File: src/rtl/imem_loader.sv
// Boot-time instruction memory loader: assembles a big-endian byte stream
// into 32-bit words, writes them sequentially, then verifies an XOR checksum.
//
// Ports:
//   clock, reset          rising-edge clock, async active-high reset
//   start                 pulse; begins a load from IDLE, DONE or ERROR
//   byte_in, byte_valid   incoming stream byte and its valid flag
//   byte_ready            high in LOAD and CHECK (state-only)
//   wr_en, wr_addr,       registered one-cycle write strobe per word,
//   wr_data               word index and assembled word
//   core_reset            low only once the image is loaded and verified
//   done, error           checksum matched / mismatched
module imem_loader #(
    parameter int ADDR_W = 3,
    parameter int WORDS  = 8
) (
    input  logic              clock,
    input  logic              reset,
    input  logic              start,
    input  logic [7:0]        byte_in,
    input  logic              byte_valid,
    output logic              byte_ready,
    output logic              wr_en,
    output logic [ADDR_W-1:0] wr_addr,
    output logic [31:0]       wr_data,
    output logic              core_reset,
    output logic              done,
    output logic              error
);

    typedef enum logic [2:0] {
        IDLE,
        LOAD,
        CHECK,
        DONE,
        ERROR
    } state_t;

    localparam logic [ADDR_W-1:0] LAST_WORD = ADDR_W'(WORDS - 1);

    state_t            state;
    state_t            next_state;
    logic [1:0]        byte_cnt;
    logic [ADDR_W-1:0] word_cnt;
    logic [23:0]       asm_reg;
    logic [7:0]        csum;
    logic              accept;
    logic              start_load;
    logic              last_byte;

    assign byte_ready = (state == LOAD) || (state == CHECK);
    assign accept     = byte_valid && byte_ready;
    assign start_load = start &&
                        ((state == IDLE) || (state == DONE) || (state == ERROR));
    assign last_byte  = (byte_cnt == 2'd3) && (word_cnt == LAST_WORD);

    assign core_reset = (state != DONE);
    assign done       = (state == DONE);
    assign error      = (state == ERROR);

    always_ff @(posedge clock or posedge reset) begin
        if (reset) begin
            state <= IDLE;
        end else begin
            state <= next_state;
        end
    end

    always_comb begin
        next_state = state;
        unique case (state)
            IDLE, DONE, ERROR: begin
                if (start) next_state = LOAD;
            end
            LOAD: begin
                if (accept && last_byte) next_state = CHECK;
            end
            CHECK: begin
                if (accept) next_state = (byte_in == csum) ? DONE : ERROR;
            end
            default: next_state = IDLE;
        endcase
    end

    // Word counter advances with the 4th byte; the write presents the
    // pre-increment index, so externally the address matches the word index.
    always_ff @(posedge clock or posedge reset) begin
        if (reset) begin
            byte_cnt <= '0;
            word_cnt <= '0;
            asm_reg  <= '0;
            csum     <= '0;
            wr_en    <= 1'b0;
            wr_addr  <= '0;
            wr_data  <= '0;
        end else begin
            wr_en <= 1'b0;
            if (start_load) begin
                byte_cnt <= '0;
                word_cnt <= '0;
                asm_reg  <= '0;
                csum     <= '0;
            end else if (state == LOAD && accept) begin
                csum     <= csum ^ byte_in;
                byte_cnt <= byte_cnt + 2'd1;
                if (byte_cnt == 2'd3) begin
                    wr_en    <= 1'b1;
                    wr_addr  <= word_cnt;
                    wr_data  <= {asm_reg, byte_in};
                    word_cnt <= word_cnt + ADDR_W'(1);
                end else begin
                    asm_reg <= {asm_reg[15:0], byte_in};
                end
            end
        end
    end

endmodule
File: config.mk
export PLATFORM = sky130hd
export DESIGN_NAME = imem_loader
export DESIGN_NICKNAME = d
export VERILOG_FILES = /design/src/rtl/imem_loader.sv
export SDC_FILE = /design/constraint.sdc
export NUM_CORES = 1
export LEC_CHECK = 0
export ABC_CLOCK_PERIOD_IN_PS = 2650
export CORE_MARGIN = 2
export CORE_UTILIZATION = 48
export CTS_CLUSTER_DIAMETER = 40
export DETAILED_ROUTE_END_ITERATION = 6
export GPL_TIMING_DRIVEN = 1
export PLACE_DENSITY = 0.73
export SLEW_MARGIN = 10
export SYNTH_ARGS = -nofsm -noshare
export SYNTH_HDL_FRONTEND = slang
export SYNTH_SLANG_ARGS = --single-unit
File: constraint.sdc
create_clock -name clock -period 2.65 [get_ports clock]
set_clock_uncertainty 0.2 [all_clocks]
set_input_delay 0.53 -clock clock [delete_from_list [all_inputs] [get_ports clock]]
set_output_delay 0.53 -clock clock [all_outputs]
set_load 0.005 [all_outputs]
==> metrics <==
post-synthesis async set-or-reset flop share 100%; gr usage total between 15 and 20%; worst relative slew slack 64.6%; DRC errors left 0; signal arrival time at the worst endpoint ~1.7 ns; multi-input combinational cell area 1220 um^2; number of flip-flops in the largest register 32; die height 86.5 um; minimum clock period 2.40 ns; PostCTS Resize Cnt 0; Final setup viols 0; hold_buf cts 0; initial antenna violation count 0; post-synthesis cell type count 35; ANT nets after route 0; Avg Inst Size Synth approximately 12 um^2; LEAKAGE approximately 1.9 nW; worst slew pin tran 0.529 ns; clock buffer depth 2; Switch Pwr 0.00124 W; Int Pwr 0.00263 W; predominant post-synthesis flop cell dfrtp_1; Hold WC Path Type flip-flop to flip-flop; sum of negative setup slack 0 ns; Net Sw Frac about 32%; vias per inst 5.05; initial DRC count 110; clk slew on worst S/H paths around 0.070 ns; # Post-CTS Setup Buffers 0; WS Path Type flip-flop to output pin; Site Rows 30; number of flops mapped to enable cells by yosys 0; Max VDD drop 0.573 mV; core area 6680 um^2; Seq/Total Area, Yosys 58.2%; grt total ovfl 0; Final Cycle Share 90.7%; I/O Pins 52; RSZ-0062 raised after global routing false; clock power share 19.5%; CTS tree done; clock sinks 76; max-cap violation count 0; Synthesized Nets 294; Power Dens Cells 962 nW/um^2; port bufs 51; Placed Instance Area 3860 um^2; synth warn 0; via count around 2,100; Comb pwr share 32.6%; status finished clean; crit path capture type output pin; RePlAce Congestion 0.718; Final Hold Fails 0; H-tree depth 3; Starting Density 48.9%; Post-DP HPWL around 3.9 mm; root buf cell clkbuf_8; critical path launch point type flip-flop; Die ar. around 7500 um^2; area of the mapped netlist 3270 um^2; Final Max Tran Viols 0; largest net degree at the start of global routing 38; register area ~1900 um^2; Worst EP required between 1.5 and 2 ns; area grow syn2layout 23.1%; fillcell total 570; drt wl/cell roughly 14 um; first-pass GRT wire length approximately 11 mm; number of global-route vias before repair 2,256; Num CTS Buffers 9; Reg power frac 47.9%; Worst-Skew Late Latency ~0.34 ns; die extent in x 86.5 um; drt total wl 5.95 mm; cells after synthesis between 200 and 300; count of state elements after synthesis 76; Final Cell Area 4030 um^2; fin nets roughly 350; Fmax 416 MHz; Initial DRT Pass Iterations 4; # diodes 0; share of layout cells above drive strength 1 17.2%; Max FO, Critical Path 13
cell families after synthesis:
group / count (synthesis) / share of synthesized area, %
adders and majority gates: 3 / 1.15
xor gates and xnor gates: 19 / 5.09
AOI/OAI and AO/OA: 33 / 5.63
DFF: 76 / 58.2
muxes: 36 / 13.3
and+or+nand+nor: 91 / 12.2
buffers and inverters: 21 / 4.44
critical path, cell delays in order, from the launching register on:
cell	delay (ns)
dfrtp_1	0.52
nor2_1	0.18
and2_1	0.14
clkdlybuf4s50_1	0.49
power groups by stage:
stage	Clock (W)	Sequential (W)	Combinational (W)
after global routing	0.000822	0.00192	0.00142
final	0.000756	0.00186	0.00126
after CTS	0.000773	0.00186	0.00128
after floorplan	0	0.00178	0.000792
after detailed placement	0	0.00187	0.00127
after global placement	0	0.00186	0.00124
per-stage QoR:
step	util, %	power [W]	hold slack, ns	std cells	worst slack (ns)
2_1_floorplan	-	0.00257	0.263	279	0.895
3_3_place_gp	57.7	0.00310	0.268	402	0.303
3_5_place_dp	57.7	0.00314	0.279	402	0.263
4_1_cts	60.2	0.00391	0.296	418	0.248
5_1_grt	60.2	0.00416	0.326	418	0.147
6_report	60.2	0.00387	0.295	418	0.247
cell usage after synthesis (2+ instances only):
master,instances,area [um^2]
buf_4,4,30.0
xnor2_1,3,26.3
and3_1,2,12.5
ha_1,3,37.5
buf_6,2,22.5
nor2_1,16,60.1
mux2_4,8,120
buf_8,2,30.0
a21oi_1,4,20.0
inv_1,5,18.8
xor2_1,16,140
nor4_1,2,12.5
buf_2,6,30.0
nand2_1,63,236
o21ai_1,5,25.0
dfrtp_1,76,1900
mux2_2,23,259
mux2_1,4,45.0
o21ai_0,19,95.1
layer usage:
metal / up-vias / global-route usage, % / part of all wire, %
li1: 1027 / - / -
met1: 1031 / 24.9 / 49
met2: 45 / 28.5 / 46
met3: 9 / 4.76 / 3.6
met4: 0 / 6.82 / 1.2
met5: - / 0 / 0
area by class of cell:
type | count | share of cell area [%]
Clock inverter | 5 | 0.684
Sequential cell | 76 | 47.2
Timing Repair Buffer | 58 | 14.9
Multi-Input combinational cell | 182 | 30.4
Inverter | 6 | 0.777
Tap cell | 80 | 2.49
Clock buffer | 11 | 3.51
final timing paths:
| path | from | to | slack, ns | cells past startpoint |
|---|---|---|---|---|
| worst max-delay path | state[1] | error | 0.25 | 3 |
| worst min-delay path | wr_data[31] | wr_data[31] | 0.29 | 1 |
| worst max register to register | state[1] | wr_addr[2] | 0.67 | 4 |
| worst min register to register | wr_data[31] | wr_data[31] | 0.29 | 1 |
| max in group asynchronous | reset | wr_data[12] | 1.36 | 3 |
| min in group asynchronous | reset | asm_reg[12] | 0.38 | 2 |
layout by cell type, fill, tap and decap left out, types with 5 or more instances in the layout:
cell type,Yosys,layout
dfrtp_1,76,76
nand2_1,63,63
clkdlybuf4s50_1,0,51
mux2_2,23,23
o21ai_0,19,19
nor2_1,16,16
xor2_1,16,16
clkbuf_8,0,10
mux2_4,8,8
o21ai_1,5,5
Note: power is estimated with default switching activity, not from simulation.
